### config.mk
export PLATFORM = sky130hd
export DESIGN_NAME = controle_multiciclo
export DESIGN_NICKNAME = d
export VERILOG_FILES = /design/src/rtl/controle_multiciclo.sv
export SDC_FILE = /design/constraint.sdc
export NUM_CORES = 1
export LEC_CHECK = 0
export ABC_CLOCK_PERIOD_IN_PS = 2200
export CAP_MARGIN = 0
export CORE_ASPECT_RATIO = 0.75
export CORE_MARGIN = 8
export CORE_UTILIZATION = 44
export CTS_BUF_LIST = sky130_fd_sc_hd__clkbuf_2 sky130_fd_sc_hd__clkbuf_4 sky130_fd_sc_hd__clkbuf_8
export DETAILED_ROUTE_END_ITERATION = 10
export PLACE_DENSITY = 0.89
export SYNTH_ARGS = -nofsm -noshare
export SYNTH_HDL_FRONTEND = slang
export SYNTH_SLANG_ARGS = --single-unit
### constraint.sdc
create_clock -name clk -period 2.2 [get_ports clk]
set_input_delay 0.33 -clock clk [delete_from_list [all_inputs] [get_ports clk]]
set_output_delay 0.33 -clock clk [all_outputs]
set_load 0.01 [all_outputs]
### src/rtl/controle_multiciclo.sv
// Multicycle MIPS control FSM: sequences FETCH..WRITEBACK, drives datapath mux selects
// and strobes, waits on mem_ready in memory states with a watchdog timeout.
module controle_multiciclo #(
  parameter int TIMEOUT_CICLOS = 16
) (
  input  logic       clk,
  input  logic       reset,
  input  logic [5:0] opcode,
  input  logic       mem_ready,
  output logic       ior_d,
  output logic       mem_read,
  output logic       mem_write,
  output logic       ir_write,
  output logic       pc_write,
  output logic       pc_write_cond,
  output logic       alu_src_a,
  output logic [1:0] alu_src_b,
  output logic [1:0] alu_op,
  output logic [1:0] pc_source,
  output logic       reg_dst,
  output logic       mem_to_reg,
  output logic       reg_write,
  output logic       erro_opcode,
  output logic       erro_timeout,
  output logic [3:0] estado
);

  localparam int CW = $clog2(TIMEOUT_CICLOS);

  typedef enum logic [3:0] {
    S_FETCH     = 4'd0,
    S_DECODE    = 4'd1,
    S_MEM_ADDR  = 4'd2,
    S_MEM_READ  = 4'd3,
    S_MEM_WB    = 4'd4,
    S_MEM_WRITE = 4'd5,
    S_EXECUTE   = 4'd6,
    S_R_WB      = 4'd7,
    S_BRANCH    = 4'd8,
    S_JUMP      = 4'd9,
    S_ADDI_EX   = 4'd10,
    S_ADDI_WB   = 4'd11
  } state_t;

  localparam logic [5:0] OP_RTYPE = 6'h00;
  localparam logic [5:0] OP_J     = 6'h02;
  localparam logic [5:0] OP_BEQ   = 6'h04;
  localparam logic [5:0] OP_ADDI  = 6'h08;
  localparam logic [5:0] OP_LW    = 6'h23;
  localparam logic [5:0] OP_SW    = 6'h2B;

  state_t        state_q, state_d;
  logic [CW-1:0] cnt_q, cnt_d;
  logic          mem_wait;
  logic          timeout;
  logic          bad_op;

  assign mem_wait = (state_q == S_FETCH) || (state_q == S_MEM_READ) ||
                    (state_q == S_MEM_WRITE);

  // NOTE: every always_comb output gets a default first so no latch is inferred.
  always_comb begin
    state_d = state_q;
    cnt_d   = cnt_q;
    timeout = 1'b0;
    bad_op  = 1'b0;

    // Watchdog: mem_ready on the final cycle still counts as normal completion.
    if (mem_wait && !mem_ready) begin
      if (cnt_q == CW'(TIMEOUT_CICLOS - 1)) timeout = 1'b1;
      else                                  cnt_d   = cnt_q + 1'b1;
    end

    case (state_q)
      S_FETCH:     if (mem_ready) state_d = S_DECODE;
      S_DECODE: begin
        case (opcode)
          OP_LW, OP_SW: state_d = S_MEM_ADDR;
          OP_RTYPE:     state_d = S_EXECUTE;
          OP_BEQ:       state_d = S_BRANCH;
          OP_J:         state_d = S_JUMP;
          OP_ADDI:      state_d = S_ADDI_EX;
          default: begin
            state_d = S_FETCH;
            bad_op  = 1'b1;
          end
        endcase
      end
      S_MEM_ADDR:  state_d = (opcode == OP_LW) ? S_MEM_READ : S_MEM_WRITE;
      S_MEM_READ:  if (mem_ready) state_d = S_MEM_WB;
      S_MEM_WRITE: if (mem_ready) state_d = S_FETCH;
      S_EXECUTE:   state_d = S_R_WB;
      S_ADDI_EX:   state_d = S_ADDI_WB;
      default:     state_d = S_FETCH;
    endcase

    if (timeout) state_d = S_FETCH;

    // Entering (or re-entering) a waiting state restarts the watchdog.
    if (((state_d == S_FETCH) || (state_d == S_MEM_READ) || (state_d == S_MEM_WRITE)) &&
        ((state_d != state_q) || timeout))
      cnt_d = '0;
  end

  // NOTE: sequential state uses non-blocking assignments only.
  always_ff @(posedge clk) begin
    if (reset) begin
      state_q <= S_FETCH;
      cnt_q   <= '0;
    end else begin
      state_q <= state_d;
      cnt_q   <= cnt_d;
    end
  end

  // Moore decode per state; only FETCH strobes and error pulses look at inputs.
  always_comb begin
    ior_d         = 1'b0;
    mem_read      = 1'b0;
    mem_write     = 1'b0;
    ir_write      = 1'b0;
    pc_write      = 1'b0;
    pc_write_cond = 1'b0;
    alu_src_a     = 1'b0;
    alu_src_b     = 2'b00;
    alu_op        = 2'b00;
    pc_source     = 2'b00;
    reg_dst       = 1'b0;
    mem_to_reg    = 1'b0;
    reg_write     = 1'b0;
    erro_opcode   = 1'b0;
    erro_timeout  = 1'b0;
    estado        = 4'd0;
    if (!reset) begin
      estado       = state_q;
      erro_opcode  = bad_op;
      erro_timeout = timeout;
      case (state_q)
        S_FETCH: begin
          mem_read  = 1'b1;
          alu_src_b = 2'b01;
          ir_write  = mem_ready;
          pc_write  = mem_ready;
        end
        S_DECODE:    alu_src_b = 2'b11;
        S_MEM_ADDR: begin
          alu_src_a = 1'b1;
          alu_src_b = 2'b10;
        end
        S_MEM_READ: begin
          mem_read = 1'b1;
          ior_d    = 1'b1;
        end
        S_MEM_WB: begin
          reg_write  = 1'b1;
          mem_to_reg = 1'b1;
        end
        S_MEM_WRITE: begin
          mem_write = 1'b1;
          ior_d     = 1'b1;
        end
        S_EXECUTE: begin
          alu_src_a = 1'b1;
          alu_op    = 2'b10;
        end
        S_R_WB: begin
          reg_write = 1'b1;
          reg_dst   = 1'b1;
        end
        S_BRANCH: begin
          alu_src_a     = 1'b1;
          alu_op        = 2'b01;
          pc_write_cond = 1'b1;
          pc_source     = 2'b01;
        end
        S_JUMP: begin
          pc_write  = 1'b1;
          pc_source = 2'b10;
        end
        S_ADDI_EX: begin
          alu_src_a = 1'b1;
          alu_src_b = 2'b10;
        end
        S_ADDI_WB:   reg_write = 1'b1;
        default: ;
      endcase
    end
  end

endmodule

==> flow_summary.toml <==
[grt]
globalRouteTotalUtil_pct = 15.5
grt_first_pass_wirelength_mm = 4.94
grt_overflow_total = 0
grt_start_max_net_pins = 25
grt_pass1_vias = 1146
antenna_found_initial = 0

[cts]
cts_buffer_depth = 2
clockRootBuffer = "clkbuf_4"
cts_tree = "built"
worstSkewPairLatency_ns = 0.24
cts.sinks = 8
cts_made_buffers = 3
clkTransAtPathRegs_ns = 0.05
cts_setup_buffers = 0
htreeDepth = 1

[timing]
setup-tns-final_ns = 0
setup_viol = 0
max_freq_mhz = 468
grt_setup_unrepaired = "yes"
period_minus_slack_ns = 2.13
setup_ws_ns = 0.0655
worst_pin_slew_ns = 0.453
finalCritPeriodShare_pct = 97.0
finalMaxSlewViolations = 0
clock_skew_ns = 0.00323
finalHoldViolCount = 0
slew_headroom_pct = 69.7

[drt]
viasPerCell = 5.85
dr.pass1.iters = 4
num_vias = 1135
postRouteAntennaNets = 0
drc = 0
drtIter0Drc = 38
finalWirelength_mm = 3.06
wl_per_cell_microns = 15.8

[placement]
port_buffers = 30
hpwl_mm = 2.33
place.gp.congestion = 0.846
dp_worst_setup_slack_ns = -0.279
postPlaceCellArea_sq_um = 1380

[logic_synthesis]
syn_inst = 126
ys_async_sr_fraction_pct = 0
yosysWarningCount = 0
ys_types = 46
synth_area_per_cell_sq_um = 7.25
yosysSeqAreaShare_pct = 17.5
synth_area_leaders = "dfxtp_1 18%, nor2b_1 6.8%, nor2_1 6.2%"
synth_top_area_cell = "dfxtp_1"
syn_nets = 136
synthesis.area_sq_um = 913
synth_edf_count = 0
synth_top_area_share_pct = 17.5
ys_seq_elements = 8
dominantRegCellSynth = "dfxtp_1"

[min_path]
whs_path_depth = 2
holdPathEnd = "cnt_q[1]"
min-delay-start = "cnt_q[1]"
min_path_type = "reg -> reg"

[power]
ir_worst_vdd_uv = 430
p_total_w = 0.000407
pwr_density_cell_nw_per_um2 = 272
power_leakage_nw = 0.643

[final_layout]
antennaDiodeCount = 0
final_common_cell = "buf_4"
stdcell_area_sq_um = 1500
final-seq-area_sq_um = 160
syn_to_final_growth_pct = 64.0
utilization_pct = 75.7
layout.nets = 182
final_cell_mix = "21 x buf_4, 18 x clkdlybuf4s50_1, 13 x nor2_1, 8 x dfxtp_1, 8 x dlygate4sd2_1"
nFillCells = 156
multiInputGateArea_sq_um = 779
drive_above_1_share_pct = 27.1

[floorplan]
start_util_pct = 46.1
die-height_microns = 55.5
rows = 14
ios = 31
dieArea_sq_um = 3800
core_sq_um = 1980
die_x_microns = 68.6

[setup_path]
r2r_start = "state_q[2]"
crit_chain = "clkdlybuf4s50_1 > buf_4 > o211a_1 > nor4_1 > dlygate4sd2_1"
worstReg2RegEnd = "cnt_q[1]"
cp_top_family = "buffers and inverters"
path_buf_inv = 3
cpPeakStageDelay_ns = 0.46
path_max_fanout = 4
r2r_cells = 7
required_ns = 1.87
critPathKind = "in -> out"
cpMaxStageDelayCell = "clkdlybuf4s50_1"
regToRegSetupSlack_ns = 0.19
critPathArrivalTime_ns = 1.80
endpoint_kind = "primary output"
critPathLaunchType = "input pin"

[status]
status = "finished, final reports clean"

[job]
cap_violations = 0
-- worst reg2reg max path, cell delays in order (launching register included) --
cell and delay (ns):
dfxtp_1 0.33, buf_12 0.16, nor2b_1 0.13, o311a_1 0.34, a211oi_2 0.38, a21boi_1 0.13
a311o_1 0.34, a21oi_1 0.14
-- kinds of logic (layout without fill, tap and decap cells) --
kind of cell    count (synthesis)  after routing  share of synthesized area (%)
simple gates                   68             68                           44.7
mux                             1              1                           1.10
flops                           8              8                           17.5
compound gates                 28             28                           22.3
xor+xnor                        6              6                           5.75
buf+inv                        14             58                           7.26
fa+ha+maj                       1              1                           1.37
-- sequential cells by signal, summed over array words and instances (netlist names) --
register / cells
cnt_q: 4
state_q: 4
-- how the worst max path moves through the flow --
stage	start	end	depth (start not counted)
2_1_floorplan	state_q[3]	alu_src_a	4
6_report	opcode[1]	erro_opcode	5
4_1_cts	state_q[1]	alu_src_b[1]	4
3_5_place_dp	opcode[3]	cnt_q[1]	7
3_3_place_gp	mem_ready	erro_timeout	5
5_1_grt	state_q[1]	reg_write	6
-- final cells by class --
| class | instances | share of cell area, % |
|---|---|---|
| Clock buffer | 3 | 1.50 |
| Inverter | 2 | 0.501 |
| Multi-Input combinational cell | 104 | 52.0 |
| Sequential cell | 8 | 10.7 |
| Tap cell | 24 | 2.01 |
| Timing Repair Buffer | 53 | 33.2 |
-- Yosys cell counts (all sizes together) (3+ instances only) --
library cell	n
nand2	5
and3	3
xnor2	4
o21ai	4
clkbuf	8
a21oi	8
nand2b	3
nor2	15
nor3	6
nor4	7
nor4b	3
nor2b	10
dfxtp	8
buf	4
-- power breakdown --
| group | switching, W | internal (W) |
|---|---|---|
| sequential | 0.00000484 | 0.000151 |
| clock | 0.0000397 | 0.0000617 |
| combinational | 0.0000723 | 0.0000782 |
| total | 0.000117 | 0.000291 |
-- layer usage --
metal	vias up	GRT usage, %	wire, microns
met3	2	2.62	105
li1	564	-	-
met4	0	3.50	11
met2	22	27.4	1670
met5	-	0	0
met1	547	18.4	1270
-- per-stage QoR --
stage | instances | hold slack [ns]
after CTS | 194 | 0.555
after floorplan | 126 | 0.418
after global placement | 191 | 0.531
after detailed placement | 191 | 0.547
final | 194 | 0.558
after global routing | 194 | 0.613
-- timing repair --
action                                  CTS  global route
endpoints found under the setup margin   13            15
gates cloned                              0             0
resized for setup                        13            18
pin swaps                                 3             4
hold buffers                              0             0
Power figures use the tool's default switching activity.
